[src/rtl/egm_stim_scheduler.sv]
// EGM stimulus/response trial scheduler, Avalon-MM slave.
// Optional EGM_MINMAX_EN adds MIN_LAT/MAX_LAT at word addresses 8/9.
module egm_stim_scheduler #(
  parameter int TICK_DIV   = 50,
  parameter int LAT_W      = 16,
  parameter int TIMEOUT_US = 2000
) (
  input  logic        clk,
  input  logic        reset,
  input  logic [3:0]  avs_address,
  input  logic        avs_write,
  input  logic [31:0] avs_writedata,
  input  logic        avs_read,
  output logic [31:0] avs_readdata,
  output logic        irq,
  output logic        egm_stimulus,
  input  logic        egm_response,
  output logic [3:0]  egm_leds
);

  localparam int TW = (TICK_DIV > 1) ? $clog2(TICK_DIV) : 1;
  localparam logic [TW-1:0] TICK_LAST = TW'(TICK_DIV - 1);
  localparam logic [LAT_W-1:0] LAT_ONES = '1;
  localparam logic [LAT_W-1:0] TO_LIM = LAT_W'(TIMEOUT_US);

  typedef enum logic [2:0] {
    S_IDLE,
    S_WAIT,
    S_PULSE,
    S_LISTEN,
    S_NEXT,
    S_DONE
  } state_e;

  state_e state_q, state_d;

  logic [TW-1:0]    tick_q;
  logic [LAT_W-1:0] us_q;
  logic [LAT_W-1:0] lat_q;
  logic [7:0]       num_q;
  logic [7:0]       idx_q;
  logic [7:0]       miss_q;
  logic [LAT_W-1:0] intv_q;
  logic [LAT_W-1:0] pulse_q;
  logic [LAT_W-1:0] last_q;
  logic [31:0]      sum_q;
  logic             irq_en_q;
  logic             done_q;
  logic             any_miss_q;
  logic             seen_q;
  logic             stim_q;
  logic             busy_q;
  logic [2:0]       sync_q;
  logic [31:0]      rdata_d;
  logic [31:0]      rdata_q;

  logic             busy;
  logic             wr_ctrl;
  logic             wr_cfg;
  logic             start;
  logic             abort;
  logic             clr_done;
  logic             tick;
  logic             entry;
  logic             pulse_entry;
  logic             listening;
  logic             hit;
  logic             timeout;
  logic             wait_done;
  logic             pulse_done;
  logic [LAT_W:0]   us_inc;
  logic [LAT_W-1:0] pulse_len;
  logic [8:0]       idx_inc;
  logic             unused_wd;

  assign busy        = (state_q != S_IDLE);
  assign wr_ctrl     = avs_write && (avs_address == 4'd0);
  assign wr_cfg      = avs_write && !busy;
  assign abort       = wr_ctrl && avs_writedata[1];
  assign start       = wr_ctrl && avs_writedata[0]
                    && !avs_writedata[1] && !busy;
  assign clr_done    = avs_write && (avs_address == 4'd1)
                    && avs_writedata[1];
  assign tick        = (tick_q == TICK_LAST);
  assign entry       = (state_d != state_q);
  assign pulse_entry = (state_d == S_PULSE)
                    && (state_q != S_PULSE);
  assign listening   = (state_q == S_PULSE)
                    || (state_q == S_LISTEN);
  assign hit         = listening && sync_q[1] && !sync_q[2]
                    && !seen_q && !abort;
  assign timeout     = (state_q == S_LISTEN) && !hit
                    && (lat_q >= TO_LIM) && !abort;
  assign us_inc      = {1'b0, us_q} + 1'b1;
  assign pulse_len   = (pulse_q == '0) ? LAT_W'(1) : pulse_q;
  assign wait_done   = (intv_q == '0)
                    || (tick && us_inc == {1'b0, intv_q});
  assign pulse_done  = tick && (us_inc == {1'b0, pulse_len});
  assign idx_inc     = {1'b0, idx_q} + 9'd1;
  assign unused_wd   = ^avs_writedata;

  assign irq          = done_q & irq_en_q;
  assign egm_stimulus = stim_q;
  assign egm_leds     = {done_q, seen_q, stim_q, busy_q};
  assign avs_readdata = rdata_q;

  // Two-stage synchronizer plus one stage of history for edge detect
  always_ff @(posedge clk) begin
    if (reset) sync_q <= '0;
    else       sync_q <= {sync_q[1:0], egm_response};
  end

  // FSM state register
  always_ff @(posedge clk) begin
    if (reset) state_q <= S_IDLE;
    else       state_q <= state_d;
  end

  // FSM next state; abort overrides every transition
  always_comb begin
    state_d = state_q;
    unique case (state_q)
      S_IDLE:
        if (start)
          state_d = (num_q == 8'd0) ? S_DONE : S_WAIT;
      S_WAIT:
        if (wait_done) state_d = S_PULSE;
      S_PULSE:
        if (pulse_done)
          state_d = (seen_q || hit) ? S_NEXT : S_LISTEN;
      S_LISTEN:
        if (hit || timeout) state_d = S_NEXT;
      S_NEXT:
        state_d = (idx_inc == {1'b0, num_q}) ? S_DONE : S_WAIT;
      S_DONE:
        state_d = S_IDLE;
      default:
        state_d = S_IDLE;
    endcase
    if (abort) state_d = S_IDLE;
  end

  // Microsecond timebase, restarted on every state entry
  always_ff @(posedge clk) begin
    if (reset || entry) begin
      tick_q <= '0;
      us_q   <= '0;
    end else if (tick) begin
      tick_q <= '0;
      us_q   <= us_inc[LAT_W-1:0];
    end else begin
      tick_q <= tick_q + 1'b1;
    end
  end

  // Saturating latency counter, zeroed as the pulse begins
  always_ff @(posedge clk) begin
    if (reset || pulse_entry)
      lat_q <= '0;
    else if (tick && listening && lat_q != LAT_ONES)
      lat_q <= lat_q + 1'b1;
  end

  // Registered stimulus and busy so the pins never glitch
  always_ff @(posedge clk) begin
    if (reset) begin
      stim_q <= 1'b0;
      busy_q <= 1'b0;
    end else begin
      stim_q <= (state_d == S_PULSE);
      busy_q <= (state_d != S_IDLE);
    end
  end

  // Host-writable configuration
  always_ff @(posedge clk) begin
    if (reset) begin
      num_q    <= 8'd1;
      intv_q   <= LAT_W'(1000);
      pulse_q  <= LAT_W'(100);
      irq_en_q <= 1'b0;
    end else begin
      if (wr_ctrl) irq_en_q <= avs_writedata[2];
      if (wr_cfg && avs_address == 4'd2)
        num_q <= avs_writedata[7:0];
      if (wr_cfg && avs_address == 4'd3)
        intv_q <= avs_writedata[LAT_W-1:0];
      if (wr_cfg && avs_address == 4'd4)
        pulse_q <= avs_writedata[LAT_W-1:0];
    end
  end

  // Session statistics and trial bookkeeping
  always_ff @(posedge clk) begin
    if (reset) begin
      last_q     <= '0;
      sum_q      <= '0;
      miss_q     <= '0;
      idx_q      <= '0;
      any_miss_q <= 1'b0;
      done_q     <= 1'b0;
      seen_q     <= 1'b0;
    end else begin
      if (start) begin
        sum_q      <= '0;
        miss_q     <= '0;
        idx_q      <= '0;
        any_miss_q <= 1'b0;
      end
      if (pulse_entry) seen_q <= 1'b0;
      if (hit) begin
        seen_q <= 1'b1;
        last_q <= lat_q;
        sum_q  <= sum_q + 32'(lat_q);
      end
      if (timeout) begin
        last_q     <= LAT_ONES;
        miss_q     <= miss_q + 8'd1;
        any_miss_q <= 1'b1;
      end
      if (state_q == S_NEXT && !abort) idx_q <= idx_inc[7:0];
      if (state_q == S_DONE && !abort) done_q <= 1'b1;
      else if (start || clr_done)      done_q <= 1'b0;
    end
  end

`ifdef EGM_MINMAX_EN
  logic [LAT_W-1:0] min_q;
  logic [LAT_W-1:0] max_q;

  // Per-session latency extremes, hits only
  always_ff @(posedge clk) begin
    if (reset || start) begin
      min_q <= LAT_ONES;
      max_q <= '0;
    end else if (hit) begin
      if (lat_q < min_q) min_q <= lat_q;
      if (lat_q > max_q) max_q <= lat_q;
    end
  end
`endif

  // Read mux
  always_comb begin
    rdata_d = '0;
    case (avs_address)
      4'd0: rdata_d = {29'd0, irq_en_q, 2'b00};
      4'd1: rdata_d = {16'd0, idx_q, 5'd0,
                       any_miss_q, done_q, busy};
      4'd2: rdata_d = {24'd0, num_q};
      4'd3: rdata_d = 32'(intv_q);
      4'd4: rdata_d = 32'(pulse_q);
      4'd5: rdata_d = 32'(last_q);
      4'd6: rdata_d = sum_q;
      4'd7: rdata_d = {24'd0, miss_q};
`ifdef EGM_MINMAX_EN
      4'd8: rdata_d = 32'(min_q);
      4'd9: rdata_d = 32'(max_q);
`endif
      default: rdata_d = '0;
    endcase
  end

  // Read data register, one cycle latency
  always_ff @(posedge clk) begin
    if (reset)         rdata_q <= '0;
    else if (avs_read) rdata_q <= rdata_d;
    else               rdata_q <= '0;
  end

endmodule

[config.mk]
export PLATFORM = sky130hd
export DESIGN_NAME = egm_stim_scheduler
export DESIGN_NICKNAME = d
export VERILOG_FILES = /design/src/rtl/egm_stim_scheduler.sv
export SDC_FILE = /design/constraint.sdc
export NUM_CORES = 1
export LEC_CHECK = 0
export ABC_CLOCK_PERIOD_IN_PS = 3150
export CORE_MARGIN = 4
export CORE_UTILIZATION = 53
export CTS_CLUSTER_SIZE = 10
export DETAILED_ROUTE_END_ITERATION = 7
export PLACE_DENSITY = 0.82
export SLEW_MARGIN = 20
export SYNTH_ARGS = -nofsm -noshare
export SYNTH_HDL_FRONTEND = slang
export SYNTH_SLANG_ARGS = --single-unit
[constraint.sdc]
create_clock -name clk -period 3.15 [get_ports clk]
set_input_delay 0.63 -clock clk [delete_from_list [all_inputs] [get_ports clk]]
set_output_delay 0.63 -clock clk [all_outputs]
set_load 0.01 [all_outputs]
# ---- After elaboration in Yosys (flattened, before gate mapping)
# Cells that the tools add are included.
dict set report word_totals {
  wordCells 125
  regBits 186
  n_memories 0
  mem_bits_ro 0
  output_inout_bits 38
  ramBits 0
  latch_bits 0
}
dict set report op_classes {
  bitwise_logic 2
  order_cmp 1
  add_sub_neg 6
  n_eq_ne 20
  shift 0
  muxes 24
  n_reduce_logical 53
  multipliers 0
  div 0
}
# op n
set op_table {}
lappend op_table {{32-bit one-hot mux with 8 select lines} 1}
lappend op_table {{32-bit 2-to-1 mux} 2}
lappend op_table {{16-bit 2-to-1 mux} 3}
lappend op_table {{17-bit by 16-bit equality test with 1-bit output} 2}
lappend op_table {{32-bit by 16-bit adder with 32-bit output} 1}
lappend op_table {{16-bit logical NOT} 2}
lappend op_table {{1-bit logical AND} 25}
lappend op_table {{3-bit 2-to-1 mux} 8}
lappend op_table {{8-bit 2-to-1 mux} 3}
lappend op_table {{16-bit by 1-bit adder with 17-bit output, second input constant} 1}
lappend op_table {{16-bit by 1-bit adder with 16-bit output, second input constant} 1}
lappend op_table {{4-bit by 3-bit equality test with 1-bit output, second input constant} 4}
lappend op_table {{16-bit by 11-bit >= comparator with 1-bit output, second input constant} 1}
lappend op_table {{16-bit != test, second input constant} 1}
lappend op_table {{3-bit one-hot mux with 5 select lines} 1}
lappend op_table {{2-bit nonzero test} 6}
lappend op_table {{8-bit by 1-bit adder with 9-bit output, second input constant} 1}
lappend op_table {{3-bit by 2-bit equality test with 1-bit output, second input constant} 3}
lappend op_table {{9-bit by 8-bit equality test with 1-bit output} 1}
lappend op_table {{8-bit by 1-bit adder with 8-bit output, second input constant} 1}
lappend op_table {{4-bit by 2-bit equality test with 1-bit output, second input constant} 2}
lappend op_table {{8-bit logical NOT} 1}
lappend op_table {{1-bit logical OR} 7}
lappend op_table {{6-bit by 1-bit adder with 6-bit output, second input constant} 1}
lappend op_table {{other kinds (14)} 27}

# ---- Logic depth before layout (Yosys ltp)
dict set report depth {
  ltp_word 18
  ltp_mapped 12
  ltp_nobuf 11
}

# ---- Least setup slack after synthesis
# OpenSTA, ideal clock, no wires.
dict set report synth_timing {
  kind {register -> register}
  start {register lat_q[0]}
  end {register sum_q[20]}
  slack_ps 150
  arrival_ps 2875
  n_path_buf 1
  setup_ps 125
  path_stages_with_launch 13
  cell_sequence {dfxtp_1 > ha_1 > fa_1 > a211oi_1 > o21ai_0 > a311oi_1 > o21bai_1 > a21o_1 > a41oi_1 > a211o_1 > clkbuf_1 > or2_2 > o31ai_1}
}
dict set report synth_between {
  elab_chain_len 2
}
# element line
set synth_lines {}
lappend synth_lines {{start, declared} 39} ;# logic [LAT_W-1:0] lat_q;
lappend synth_lines {{start signal, assigned} 161} ;# lat_q <= lat_q + 1'b1;
lappend synth_lines {{32-bit by 16-bit adder with 32-bit output} 214} ;# sum_q <= sum_q + 32'(lat_q);
lappend synth_lines {{32-bit 2-to-1 mux} 211} ;# if (hit) begin
lappend synth_lines {{end signal, assigned} 214}
lappend synth_lines {{end, declared} 46} ;# logic [31:0] sum_q;
# No other way between the ends.
# A chain may end at the register's enable or synchronous reset.

# ---- Worst setup path after layout
dict set report layout_timing {
  start {register us_q[0]}
  end {register us_q[1]}
}
dict set report layout_between {
  elab_chain_len 9
  elab_cells_between_ends 12
  cone_classes {add/sub: 1; eq/ne: 3; mux: 4; reduce/logical: 4}
}
# element line
set layout_lines {}
lappend layout_lines {{start, declared} 38} ;# logic [LAT_W-1:0] us_q;
lappend layout_lines {{start signal, assigned} 150} ;# us_q <= us_inc[LAT_W-1:0];
lappend layout_lines {{16-bit by 1-bit adder with 17-bit output (*)} 94} ;# assign us_inc = {1'b0, us_q} + 1'b1;
lappend layout_lines {{17-bit by 16-bit equality test with 1-bit output} 97} ;# || (tick && us_inc == {1'b0, intv_q});
lappend layout_lines {{1-bit logical AND} 97}
lappend layout_lines {{1-bit logical OR} 97}
lappend layout_lines {{3-bit 2-to-1 mux} 127} ;# if (wait_done) state_d = S_PULSE;
lappend layout_lines {{3-bit one-hot mux with 5 select lines} 122} ;# unique case (state_q)
lappend layout_lines {{3-bit 2-to-1 mux} 140} ;# if (abort) state_d = S_IDLE;
lappend layout_lines {{3-bit != test} 85} ;# assign entry = (state_d != state_q);
lappend layout_lines {{1-bit logical OR} 145} ;# if (reset || entry) begin
# Every way passes the cells marked *; elsewhere a longest branch is shown, timed or not.

==> impl_metrics.csv <==
group,metric,value,unit
synth,ys_ff_latch,186,
power_and_ir_drop,power_leakage,4.42,nW
placed_design,dpl_cell_area,11100,um^2
clocking,clockRootBuffer,"clkbuf_16",
run,max_cap_viol_count,0,
power_and_ir_drop,power_density,406,nW/um^2
synth,syn_area,9740,um^2
routing,antenna_left,0,
clocking,clk_path_buf_depth,2,
routing,drc_errors,0,
power_and_ir_drop,max-vdd-ir-drop,0.000383,V
timing,post-route-period-util,0.983,
setup_path,path_common_cell,"mux2i_1",
routing,vias,9396,
synth,synth.area.top_cells,"dfxtp_1 38%, nand2_1 6.2%, xnor2_1 4.6%, a21oi_1 3.9%, nor2_1 3.4%",
synth,async_reset_ff_frac,0,
die,die_h,144,um
setup_path,slowest_delay,0.61,ns
timing,worst_slack,0.0540,ns
global_route,grt.overflow.total,0,
setup_path,required,3.45,ns
cells_and_area,final_area,11800,um^2
setup_path,critical_path.max_fanout,22,
routing,wl,29600,um
routing,wl_per_cell,19.8,um
timing,hold_ws,0.438,ns
timing,setup_viol,0,
timing,max_freq,0.323,GHz
worst_hold_path,hp-class,"reg2reg",
global_route,grt_usage,0.284,
placed_design,gp_congestion,0.990,
setup_path,cp-end-kind,"flop",
clocking,cts_buffers,17,
cells_and_area,drive_above_1_share,0.140,
cells_and_area,syn_to_final_growth,21.4,%
clocking,htree_levels,4,
power_and_ir_drop,power,4.80,mW
routing,vias_per_cell,6.29,
placed_design,dp_slack,-0.0691,ns
timing,fin_crit,3.10,ns
cells_and_area,num-nets-final,1317,
timing,hold_viol_final,0,
synth,yosysSeqAreaShare,0.382,
routing,firstDrtPassIters,7,
clocking,insertion_delay,0.44,ns
global_route,grt_pass1_vias,8737,
synth,ys_types,81,
die,core,18000,um^2
synth,synth_fp_nets,1215,
setup_path,start_kind,"flop",
synth,ys.flop_type,"dfxtp_1",
cells_and_area,final_common_cell,"dfxtp_1",
placed_design,dp_hpwl,21100,um
cells_and_area,antennaDiodeCount,0,
synth,synth_top_area_share,0.382,
synth,syn_avg_cell_area,8.47,um^2
synth,yosysTopAreaCell,"dfxtp_1",
cells_and_area,layout_common_cells,"181 x dfxtp_1, 161 x nand2_1, 98 x buf_4",
global_route,grt_max_degree,48,
routing,drt_iter0_drc,1352,
placed_design,numPortBuffers,62,
setup_path,path_cells,"ha_4, nand4_4, nor4_4, mux2i_1, mux2i_1, or4b_4, o21ai_2, a41oi_1, a21oi_2, buf_12, a2111oi_1",
die,num_io_pins,79,
setup_path,crit_family,"simple AND/OR/NAND/NOR gates",
timing,clock_skew,0.0118,ns
clocking,clkTransAtPathRegs,0.07,ns
cells_and_area,final_util,0.656,
timing,rsz0062_at_grt,"true",
die,start_util,0.540,
die,dieArea,20600,um^2
timing,worstMarginPinSlew,1.04,ns
setup_path,critical_path_class,"reg2reg",
synth,synth_cells,1150,
synth,ys_warn_count,0,
setup_path,cp.arrival,3.39,ns
die,die_w,144,um
global_route,grt_pass1_wl,46300,um
outcome,outcome,"finished clean",
global_route,antenna_found_initial,0,
setup_path,critPathSlowestCell,"or4b_4",
timing,drv_slew,0,
clocking,tritoncts,"yes",
timing,relSlewSlack,0.307,
die,rows,49,
clocking,clock_sinks,186,
synth,synth_edf_count,0,
setup_path,path_buf_inv,1,
[final timing paths]
kind | from | end | slack, ns | cells after the start
setup / recovery | us_q[0] | us_q[1] | 0.05 | 11
hold / removal | sync_q[0] | sync_q[1] | 0.44 | 1
setup reg to reg | us_q[0] | us_q[1] | 0.05 | 11
hold reg to reg | sync_q[0] | sync_q[1] | 0.44 | 1
[per-layer routing]
layer / wire, um / GRT usage
met4: 1110 / 0.120
met2: 13600 / 0.453
met5: 0 / 0
met1: 12000 / 0.381
met3: 2810 / 0.0489
[state kept, by name, indices dropped and copies added, names as in the netlist]
name	count
any_miss_q	1
avs_readdata	32
busy_q	1
done_q	1
egm_stimulus	1
idx_q	8
intv_q	16
irq_en_q	1
last_q	16
lat_q	16
miss_q	8
num_q	8
pulse_q	16
seen_q	1
state_q	3
sum_q	32
sync_q	3
tick_q	6
us_q	16
[where the power goes]
part	leakage, nW	switching (mW)	total [mW]	internal, mW
Combinational	2.62	0.111	0.193	0.0825
Clock	0.301	1.06	2.23	1.17
Sequential	1.50	0.0163	2.38	2.36
Total	4.42	1.19	4.80	3.61
[worst register-to-register path, cell delays in order (launching register included)]
cell,delay [ns]
dfxtp_2,0.35
ha_4,0.18
nand4_4,0.18
nor4_4,0.41
mux2i_1,0.29
mux2i_1,0.13
or4b_4,0.61
o21ai_2,0.18
a41oi_1,0.16
a21oi_2,0.20
buf_12,0.19
a2111oi_1,0.08
[cell usage after synthesis, types with 13 or more instances]
cell      count
and3_1       15
nand3b_1     14
nor3_1       21
xor2_1       35
o21ai_0      15
or3_1        13
a21oi_1      76
nand2_1     161
nand4_1      14
mux2i_1      15
a222oi_1     21
o31ai_1      13
and2_1       22
dfxtp_1     186
nand3_1      52
inv_1        22
clkbuf_1     55
xnor2_1      51
ha_1         23
a31oi_1      22
nor2_1       88
nor4_1       30
[stage by stage]
| step | cells | TNS, ns |
|---|---|---|
| global placement | 1457 | -0.00411 |
| CTS | 1489 | 0 |
| global route | 1494 | -1.18 |
| finish | 1494 | 0 |
| floorplan | 1150 | 0 |
| detailed placement | 1457 | -1.22 |
[area by class of cell]
cell class | count | area (um^2)
fill | 1467 | 6200
multi-input combinational | 861 | 5670
sequential | 186 | 3730
timing repair buffer | 164 | 1440
clock buffer | 18 | 439
tap | 229 | 287
clock inverter | 14 | 171
inverter | 22 | 82.6
[timing repair]
| item | in CTS | in global routing |
|---|---|---|
| buffers inserted | 0 | 5 |
| hold buffers | 0 | 0 |
| pin swaps | 0 | 14 |
| gates resized for setup | 6 | 21 |
| endpoints found under the setup margin | 32 | 56 |
[logic make-up after synthesis]
family                     after synthesis  synth area share
and+or+nand+nor                        491             0.258
AOI/OAI and AO/OA                      236             0.170
adders and majority gates               24            0.0316
DFF                                    186             0.382
xor gates and xnor gates                93            0.0935
buffers and inverters                  103            0.0463
muxes                                   17            0.0177
Note: power is estimated with default switching activity, not from simulation.
==> RTL edit: new RTL, same flow settings <==
Change the parameter `TIMEOUT_US` from 2000 to 1000.
--- a/src/rtl/egm_stim_scheduler.sv
+++ b/src/rtl/egm_stim_scheduler.sv
@@ -5,3 +5,3 @@
   parameter int LAT_W      = 16,
-  parameter int TIMEOUT_US = 2000
+  parameter int TIMEOUT_US = 1000
 ) (
Check against the original RTL: no difference found for any inputs over 4 cycles, from zero or initial values and one cycle with reset high; that may be too few to reach the edited logic, so the function may still have changed.
==> RTL edit against the unedited design <==
  * The run now ends with negative setup slack left
  * Final area increased by 6.9%
  * Sequential cell count unchanged
  * Power decreased by 1.9%
  * Area after synthesis increased by 1.8%
  * Worst hold slack improved by 18 ps
  * Clock skew increased by 2.7 ps
  * Combinational power increased by 17%
  * Wire length increased by 6.5%
  * Worst setup slack got worse by 170 ps
==> RTL edit: results (changes against the unedited design) <==
outcome: "finished with violations"
violations: "negative setup slack"
p_leak_nw: 4.72  # +6.6%
ir_drop_v: 0.000356  # -7.3%
setup-violations-final: 29  # +29
wirelength_um: 31500  # +6.5%
synthTopCellsByArea: "dfxtp_1 (38%), nand2_1 (6.4%), xnor2_1 (4.6%), nor2_1 (4.2%), xor2_1 (3.8%)"
drive_gt1_share_pct: 18.7  # +4.7 points
place_congestion: 1.01  # +2.2%
setup_slack_ps: -119  # -173 ps
netlist_top_cells_count: "dfxtp_1 (186), nand2_1 (169), nor2_1 (110), a21oi_1 (66)"
maxSlewHeadroom_pct: 33.1  # +2.5 points
dp_slack_ps: -441  # -372 ps
drt_iter0_markers: 1095  # -19%
synth-seq-area-share_pct: 37.6  # -0.68 points
grt_pass1_vias: 9097  # +4.1%
grt_max_degree: 71  # +48%
regToRegEndpoint: "us_q[7]"
viasPerCell: 6.22  # -1.1%
fin_nets: 1412  # +7.2%
post-route-period-util_pct: 104  # +5.5 points
synth.distinct_cells: 77  # -4.9%
grt_pass1_wl_um: 48000  # +3.5%
synth_fp_nets: 1262  # +3.9%
hold_slack_ps: 456  # +18.5 ps
## RTL edit: changes by cell type after synthesis, moves of 7 or more
cell | unedited run | this run
o31ai_1 | 13 | 6
xor2_1 | 35 | 43
nand4_1 | 14 | 22
a22oi_1 | 12 | 44
nand2_1 | 161 | 169
o21ai_0 | 15 | 31
nor4_2 | 1 | 19
a21oi_1 | 76 | 66
nor4_1 | 30 | 15
a31oi_1 | 22 | 34
nor2_1 | 88 | 110
a222oi_1 | 21 | 6
## RTL edit: worst max-delay path, stage by stage, from the launching register on
cell	delay [ps]
dfxtp_4	370
buf_4	180
nand3_4	150
or4_4	550
nor2_2	140
xnor2_1	100
or4_4	510
o41ai_4	460
a31o_1	230
or4_4	230
buf_12	170
a2111oi_4	40
## RTL edit: stage by stage
stage | area [µm²] | TNS (ps) | std cells
6_report | 12600 | -2360 | 1589
5_1_grt | 12600 | -4450 | 1589
4_1_cts | 12300 | -939 | 1586
3_5_place_dp | 11600 | -11320 | 1551
3_3_place_gp | 11600 | -7910 | 1551
2_1_floorplan | 9970 | 0 | 1197
## RTL edit: worst max-delay path by stage
stage / from / end / slack, ps / depth (start not counted)
2_1_floorplan: avs_address[1] / us_q[0] / 2 / 11
3_3_place_gp: avs_address[0] / us_q[1] / -330 / 12
3_5_place_dp: avs_address[0] / tick_q[2] / -440 / 12
4_1_cts: us_q[2] / us_q[11] / -60 / 12
5_1_grt: us_q[0] / busy_q / -170 / 13
6_report: us_q[0] / us_q[7] / -120 / 11
## RTL edit: area by class of cell
type / instances / area (µm²)
clock buffer: 17 / 425
clock inverter: 15 / 153
fill: 1390 / 5580
inverter: 26 / 97.6
multi-input combinational: 909 / 6120
sequential: 186 / 3730
tap: 229 / 287
timing repair buffer: 207 / 1810
## RTL edit: cells by family (layout without fill, tap and decap cells)
kind of cell,Yosys count,after routing,share of synthesized area (%)
adders and majority gates,24,24,3.10
and+or+nand+nor,524,524,27.4
AOI/OAI and AO/OA,248,248,16.8
buffers and inverters,102,265,4.67
xor gates and xnor gates,97,97,8.85
muxes,16,16,1.69
DFF,186,186,37.6
## RTL edit: timing repair
action                                  4_1_cts  5_1_grt
endpoints found under the setup margin       25       50
buffers inserted                              3        2
pin swaps                                    10       26
cloned                                        2        1
resized for setup                            19       42
## RTL edit: routing by layer
layer / vias up / track usage, % / share of wire, %
met1: 4699 / 38.2 / 40
li1: 4583 / - / -
met4: 0 / 13.8 / 5.0
met2: 493 / 47.3 / 47
met3: 109 / 4.44 / 7.7
met5: - / 0 / 0
## RTL edit: power breakdown
| part | leakage, nW | internal [W] | switching, W |
|---|---|---|---|
| sequential | 1.50 | 0.00236 | 0.0000186 |
| combinational | 2.94 | 0.0000986 | 0.000127 |
| clock | 0.279 | 0.00106 | 0.00105 |
| total | 4.72 | 0.00352 | 0.00119 |
